[src/rtl/timer_counter_pkg.sv]
// Shared definitions for the timer_counter peripheral: register offsets,
// CTRL bit positions and FSM state encoding.
package timer_counter_pkg;

  localparam logic [1:0] TC_CTRL     = 2'd0;
  localparam logic [1:0] TC_PRESET   = 2'd1;
  localparam logic [1:0] TC_COUNT    = 2'd2;
  localparam logic [1:0] TC_PRESCALE = 2'd3;

  localparam int CTRL_EN      = 0;
  localparam int CTRL_MODE_LO = 1;
  localparam int CTRL_IM      = 3;

  typedef enum logic [1:0] {
    TC_IDLE = 2'd0,
    TC_LOAD = 2'd1,
    TC_CNT  = 2'd2,
    TC_INT  = 2'd3
  } tc_state_e;

  // Only MODE=1 auto-reloads; 0, 2 and 3 are one-shot with a held level.
  function automatic logic mode_is_pulse(input logic [1:0] mode);
    return mode == 2'd1;
  endfunction

endpackage

[src/rtl/tc_prescaler.sv]
// Divider for the timer: o_tick is high once every i_prescale+1 cycles
// while i_run is set; i_clear restarts the divider from zero.
module tc_prescaler (
  input  logic        clk,
  input  logic        reset,
  input  logic        i_clear,
  input  logic        i_run,
  input  logic [15:0] i_prescale,
  output logic        o_tick
);

  logic [15:0] r_div;

  assign o_tick = (r_div == i_prescale);

  always_ff @(posedge clk) begin
    if (reset || i_clear) begin
      r_div <= '0;
    end else if (i_run) begin
      r_div <= o_tick ? 16'd0 : r_div + 16'd1;
    end
  end

endmodule

[src/rtl/timer_counter.sv]
// Memory-mapped down-counting timer with level (one-shot) or pulse (reload)
// interrupt. Define TC_PRESCALE_EN to add the PRESCALE register at offset 3.
module timer_counter
  import timer_counter_pkg::*;
#(
  parameter logic [31:0] PRESET_RST = 32'h0
) (
  input  logic        clk,
  input  logic        reset,
  input  logic [31:0] Addr,
  input  logic        WE,
  input  logic [31:0] Din,
  output logic [31:0] Dout,
  output logic        IRQ
);

  tc_state_e   r_state;
  tc_state_e   w_next_state;
  logic [3:0]  r_ctrl;
  logic [31:0] r_preset;
  logic [31:0] r_count;
  logic        r_irq_flag;

  logic w_wr_ctrl;
  logic w_wr_preset;
  logic w_en;
  logic w_tick;
  logic w_last;
  logic w_do_load;
  logic w_do_dec;
  logic w_do_expire;
  logic w_int_clr_en;
  logic w_int_clr_flag;
  logic w_unused_addr;

  assign w_wr_ctrl     = WE && (Addr[3:2] == TC_CTRL);
  assign w_wr_preset   = WE && (Addr[3:2] == TC_PRESET);
  assign w_last        = (r_count <= 32'd1);
  assign w_unused_addr = &{1'b0, Addr[31:4], Addr[1:0]};

  // A CTRL write in the same cycle steers the FSM, so EN=1 enters LOAD and
  // EN=0 leaves CNT on the very edge that performs the write.
  assign w_en = w_wr_ctrl ? Din[CTRL_EN] : r_ctrl[CTRL_EN];

`ifdef TC_PRESCALE_EN
  logic [15:0] r_prescale;
  logic        w_wr_prescale;

  assign w_wr_prescale = WE && (Addr[3:2] == TC_PRESCALE);

  always_ff @(posedge clk) begin
    if (reset) begin
      r_prescale <= '0;
    end else if (w_wr_prescale) begin
      r_prescale <= Din[15:0];
    end
  end

  tc_prescaler u_prescaler (
    .clk        (clk),
    .reset      (reset),
    .i_clear    (w_do_load || w_wr_prescale),
    .i_run      (r_state == TC_CNT),
    .i_prescale (r_prescale),
    .o_tick     (w_tick)
  );
`else
  assign w_tick = 1'b1;
`endif

  always_ff @(posedge clk) begin
    if (reset) begin
      r_state <= TC_IDLE;
    end else begin
      r_state <= w_next_state;
    end
  end

  always_comb begin
    w_next_state = r_state;
    case (r_state)
      TC_IDLE: if (w_en) w_next_state = TC_LOAD;
      TC_LOAD: w_next_state = TC_CNT;
      TC_CNT: begin
        if (!w_en) begin
          w_next_state = TC_IDLE;
        end else if (w_tick && w_last) begin
          w_next_state = TC_INT;
        end
      end
      TC_INT:  w_next_state = TC_IDLE;
      default: w_next_state = TC_IDLE;
    endcase
  end

  always_comb begin
    w_do_load      = 1'b0;
    w_do_dec       = 1'b0;
    w_do_expire    = 1'b0;
    w_int_clr_en   = 1'b0;
    w_int_clr_flag = 1'b0;
    case (r_state)
      TC_LOAD: w_do_load = 1'b1;
      TC_CNT: begin
        w_do_dec    = w_en && w_tick && !w_last;
        w_do_expire = w_en && w_tick && w_last;
      end
      TC_INT: begin
        w_int_clr_flag = mode_is_pulse(r_ctrl[CTRL_MODE_LO +: 2]);
        w_int_clr_en   = !mode_is_pulse(r_ctrl[CTRL_MODE_LO +: 2]);
      end
      default: ;
    endcase
  end

  always_ff @(posedge clk) begin
    if (reset) begin
      r_ctrl     <= '0;
      r_preset   <= PRESET_RST;
      r_count    <= '0;
      r_irq_flag <= 1'b0;
    end else begin
      if (w_wr_ctrl) begin
        r_ctrl <= Din[3:0];
      end else if (w_int_clr_en) begin
        r_ctrl[CTRL_EN] <= 1'b0;
      end

      if (w_wr_preset) begin
        r_preset <= Din;
      end

      if (w_do_load) begin
        r_count <= r_preset;
      end else if (w_do_dec) begin
        r_count <= r_count - 32'd1;
      end else if (w_do_expire) begin
        r_count <= '0;
      end

      // Any CTRL/PRESET write acknowledges a pending level interrupt.
      if (w_do_expire) begin
        r_irq_flag <= 1'b1;
      end else if (w_wr_ctrl || w_wr_preset || w_int_clr_flag) begin
        r_irq_flag <= 1'b0;
      end
    end
  end

  assign IRQ = r_ctrl[CTRL_IM] & r_irq_flag;

  always_comb begin
    Dout = '0;
    case (Addr[3:2])
      TC_CTRL:     Dout = {28'b0, r_ctrl};
      TC_PRESET:   Dout = r_preset;
      TC_COUNT:    Dout = r_count;
`ifdef TC_PRESCALE_EN
      TC_PRESCALE: Dout = {16'b0, r_prescale};
`endif
      default:     Dout = '0;
    endcase
  end

endmodule

[config.mk]
export PLATFORM = sky130hd
export DESIGN_NAME = timer_counter
export DESIGN_NICKNAME = d
export VERILOG_FILES = /design/src/rtl/timer_counter_pkg.sv /design/src/rtl/tc_prescaler.sv /design/src/rtl/timer_counter.sv
export SDC_FILE = /design/constraint.sdc
export NUM_CORES = 1
export LEC_CHECK = 0
export ABC_CLOCK_PERIOD_IN_PS = 7600
export CORE_MARGIN = 1.5
export CORE_UTILIZATION = 40
export CTS_BUF_LIST = sky130_fd_sc_hd__clkbuf_4 sky130_fd_sc_hd__clkbuf_8 sky130_fd_sc_hd__clkbuf_16
export DETAILED_ROUTE_END_ITERATION = 6
export PLACE_DENSITY = 0.78
export SLEW_MARGIN = 20
export SYNTH_ARGS = -nofsm -noshare
export SYNTH_HDL_FRONTEND = slang
export SYNTH_SLANG_ARGS = --single-unit
[constraint.sdc]
create_clock -name clk -period 7.6 [get_ports clk]
set_clock_uncertainty 0.2 [all_clocks]
set_input_delay 1.14 -clock clk [delete_from_list [all_inputs] [get_ports clk]]
set_output_delay 1.14 -clock clk [all_outputs]
set_load 0.02 [all_outputs]
* Yosys cells after proc, flatten, opt, wreduce, memory -nomap -nowiden
Cells that the tools add are included.
Word-level totals: logic and storage cells 49, flip-flop bits (word level) 71
Operators by class: add/sub/neg operators 1, equal/unequal tests 8, bitwise gates (word level) 1, order comparisons 1, multiplexer cells 18, reduce and logical (&&, ||, !) cells 14
Operators with widths (number):
- $mux W32 | 3
- $pmux W32 S3 | 1
- $le A32 B1 Y1 const B | 1
- $sub A32 B1 Y32 const B | 1
- $mux W1 | 10
- $pmux W2 S4 | 1
- $eq A2 B1 Y1 const B | 3
- $eq A2 B2 Y1 const B | 3
- $mux W2 | 3
- $logic_and A1 B1 Y1 | 4
- $logic_not A2 Y1 | 2
- $reduce_bool A2 Y1 | 2
- $ne A3 B3 Y1 const B | 1
- $reduce_bool A3 Y1 | 1
- $logic_not A1 Y1 | 2
- $logic_or A1 B1 Y1 | 2
- $ne A2 B2 Y1 const B | 1
- $reduce_and A2 Y1 | 1
- $and A1 B1 Y1 | 1

* Longest topological paths before layout
word-level depth 8, gate-level depth with buffers 8

* Least setup slack after synthesis
Ideal clock, no wire load.
path kind input to output, from in Addr[3], to out Dout[13], data required time 6.260 ns, arrival time 2.339 ns, slack 3.921 ns, stages on the path 5, buffers on the path 3, cells stage by stage buf_2 > nor2b_1 > clkbuf_1 > buf_1 > a22o_1
Between the ends: longest elaborated chain between the ends 2, elaborated cells on any way between the ends 4
RTL lines:
- start: declaration | RTL line timer_counter.sv:10 | input logic [31:0] Addr,
- $eq A2 B2 Y1, or another cell as far along | RTL line timer_counter.sv:154 | case (Addr[3:2])
- $pmux W32 S3 * | RTL line timer_counter.sv:154
- end: declaration | RTL line timer_counter.sv:13 | output logic [31:0] Dout,
Every way passes the cells marked *; elsewhere a longest branch is shown, timed or not.

* Final worst setup path
from in Addr[3], to out Dout[7]
Same word-level chain as after synthesis.

==> impl_metrics.py <==
metrics = {
    "outcome": {
        "result_of_the_run": "completed",
    },
    "synthesis": {
        "ys_dominant_reg_cell": "sky130_fd_sc_hd__dfxtp_1",
        "yosysTopAreaCell": "sky130_fd_sc_hd__dfxtp_1",
        "yosys_register_bits": 71,
        "post_synth.cell_area_avg_um2": 7.87,
        "synth_warn": 0,
        "synthDistinctLibCells": 58,
        "number_of_nets_in_the_synthesized_netlist": 571,
        "yosys-top-cells-area": "sky130_fd_sc_hd__dfxtp_1 (36%), sky130_fd_sc_hd__nand2_1 (8.0%), sky130_fd_sc_hd__a21oi_1 (7.0%), sky130_fd_sc_hd__a22o_1 (6.2%), sky130_fd_sc_hd__a22oi_1 (4.2%)",
        "synthArstFlopShare": 0,
        "netlist.area_leader.share": 0.360,
        "number_of_flops_mapped_to_enable_cells_by_yosys": 0,
        "synth-seq-area-share": 0.360,
        "netlist_area_mm2": 0.00395,
        "synthCells": 502,
    },
    "global_routing": {
        "antenna_found_initial": 0,
        "grt_max_degree": 74,
        "global_route.overflow_total": 0,
        "grt_pass1_wl_mm": 18.6,
        "first_global_vias": 3893,
        "grt_use_total": 0.223,
    },
    "drt": {
        "drt_drc_violations_left": 0,
        "first_pass_iters": 5,
        "dr.max_layer_used": "met4",
        "post_drt_via_cell_ratio": 5.88,
        "wire_per_inst_um": 16.3,
        "dr_total_vias": 4016,
        "routed_length_on_met3_um": 655,
        "totalWireLength_mm": 11.2,
        "final_antenna_violating_net_count": 0,
        "drt_first_iter_violations": 340,
        "route.layer.met1.wl_mm": 4.87,
        "detailroute.wirelength.met2_mm": 5.46,
    },
    "setup_path": {
        "setup.worst_path.end_class": "primary output",
        "reg2reg_depth": 6,
        "cpMaxStageDelayCell": "sky130_fd_sc_hd__clkdlybuf4s50_1",
        "required_ps": 6260,
        "critical_path_s_largest_stage_delay_ps": 770,
        "worst_setup_path_start_kind": "input port",
        "worstSetupStartpoint": "Addr[3]",
        "setup.worst_path.class": "in2out",
        "worstReg2RegEnd": "r_count[18]",
        "path_max_fanout": 28,
        "reg2reg_slack_ps": 4550,
        "cp.arrival_ps": 3480,
        "cpMostUsedCell": "sky130_fd_sc_hd__clkdlybuf4s50_1",
        "critical_path.cell_chain": "clkdlybuf4s50_1 > nor2b_4 > a22o_1 > clkdlybuf4s50_1",
        "endpoint": "Dout[7]",
        "worst_r2r_startpoint": "r_count[9]",
    },
    "placed_design": {
        "placer_s_final_routability_congestion_estimate": 0.934,
        "placedInstanceArea_mm2": 0.00469,
        "port_buffers": 69,
        "place_hpwl_mm": 7.44,
        "place_ws_ps": 2400,
    },
    "timing": {
        "worst_slew_pin_slew_ps": 765,
        "timing_hold_violations_final": 0,
        "rsz0062_at_grt": "no",
        "timing_max_transition_violations_final": 0,
        "finalCritPeriodShare": 0.634,
        "timing.slew.headroom": 0.489,
        "setup_slack_ps": 2780,
        "setup_violations": 0,
        "setup_total_negative_slack_ps": 0,
        "timing.fmax_ghz": 0.208,
        "finalCriticalPeriod_ps": 4820,
    },
    "die": {
        "die_y_um": 102,
        "initial_utilization": 0.408,
        "core_area_mm2": 0.00968,
        "row_count": 36,
        "die_width_um": 102,
        "top_level_ports": 100,
        "die_outline_area_mm2": 0.0105,
    },
    "clock_network": {
        "cts_sinks": 71,
        "max-clock-path-buffers": 2,
        "clk_pin_slew_worst_paths_ps": 80,
        "post-cts-setup-buffers": 0,
        "cts.repair.resized": 0,
        "deepest_level_of_the_cts_h_tree": 3,
        "cts_tree": "built",
        "hold_buffers": 0,
        "worst_skew_pair.late_latency_ps": 360,
        "cts-buffers-inserted": 9,
        "clockRootBuffer": "sky130_fd_sc_hd__clkbuf_8",
    },
    "power_and_ir_drop": {
        "total_leakage_power_uw": 0.00178,
        "max-vdd-ir-drop_mv": 0.0836,
        "ratio_of_total_power_to_cell_area_mw_per_mm2": 175,
    },
    "layout": {
        "multi_input_area_mm2": 0.00234,
        "synthToLayoutAreaGrowth_pct": 25.1,
        "final_nets": 614,
        "final_instance_area_mm2": 0.00495,
        "fillCellCount": 924,
        "drive_gt1_frac": 0.0691,
        "layout.area.seq_mm2": 0.00142,
        "antenna_cells_inserted": 0,
    },
    "hold_path": {
        "hp-class": "reg2reg",
    },
    "run": {
        "timing.max_cap.violations": 0,
    },
}
[registers in the layout, indices dropped and copies added (netlist names)]
name        count
r_irq_flag      1
r_state         2
r_count        32
r_ctrl          4
r_preset       32
[synthesized netlist by cell type, drive strengths merged, types with 6 or more instances]
master and instances:
mux2i 9, o22ai 6, or4 6, and3 6
nor2b 6, a22oi 22, nor2 18, dfxtp 71
nand2 84, nand4 6, a21oi 55, o21ai 8
nor4 16, a22o 28, clkbuf 31, buf 14
nand3 16, nor3 20, a31oi 6, xnor2 9
[cells by family after synthesis]
family	Yosys count	share of synthesized area
mux	10	0.0256
compound gates	153	0.266
fa+ha+maj	2	0.00633
buf+inv	50	0.0529
xor+xnor	12	0.0266
simple gates	204	0.263
flops	71	0.360
[cell usage in the layout, fill, tap and decap left out, types with 7 or more instances in the layout]
cell	n
sky130_fd_sc_hd__mux2i_1	9
sky130_fd_sc_hd__clkdlybuf4s50_1	68
sky130_fd_sc_hd__nor3_1	20
sky130_fd_sc_hd__clkbuf_8	10
sky130_fd_sc_hd__a22o_1	28
sky130_fd_sc_hd__a21oi_1	55
sky130_fd_sc_hd__o21ai_0	8
sky130_fd_sc_hd__nor2_1	17
sky130_fd_sc_hd__nor4_1	14
sky130_fd_sc_hd__xnor2_1	9
sky130_fd_sc_hd__a22oi_1	22
sky130_fd_sc_hd__buf_4	7
sky130_fd_sc_hd__nand3_1	16
sky130_fd_sc_hd__nand2_1	84
sky130_fd_sc_hd__dfxtp_1	71
[area by class of cell]
cell class / instances / area share
clock buffer: 11 / 0.0293
clock inverter: 5 / 0.0212
inverter: 5 / 0.00379
multi-input combinational: 381 / 0.473
sequential: 71 / 0.287
tap: 133 / 0.0336
timing repair buffer: 77 / 0.152
[metal layers]
layer  track usage  up-vias
met3        0.0328       14
met1         0.284     1896
met5             0        -
met4        0.0896        0
li1              -     1953
met2         0.379      153
[power breakdown]
group	switching, uW	internal [uW]
Sequential	7.04	379
Clock	152	231
Combinational	54.2	41.8
Total	214	652
[through the flow]
step                      utilization  hold slack, ps  instances  total power, uW
after global placement          0.483             259        666              488
after floorplan                     -             244        502              451
final                           0.511             274        683              865
after CTS                       0.510             275        683              868
after detailed placement        0.484             264        667              490
after global routing            0.511             296        683              895
[critical path: cells and delay by family]
| kind | cells | cell delay [ps] |
|---|---|---|
| and+or+nand+nor | 1 | 690 |
| buffers and inverters | 2 | 1380 |
| AOI/OAI and AO/OA | 1 | 260 |
[worst min path at each step]
stage	startpoint	to	slack (ps)	cells after the start
after floorplan	r_preset[16]	r_preset[16]	240	2
after global placement	r_preset[5]	r_preset[5]	260	2
after detailed placement	r_preset[15]	r_preset[15]	260	2
after CTS	r_preset[25]	r_preset[25]	270	2
after global routing	r_preset[7]	r_preset[7]	300	2
final	r_preset[15]	r_preset[15]	270	2
Note: power is estimated with default switching activity, not from simulation.
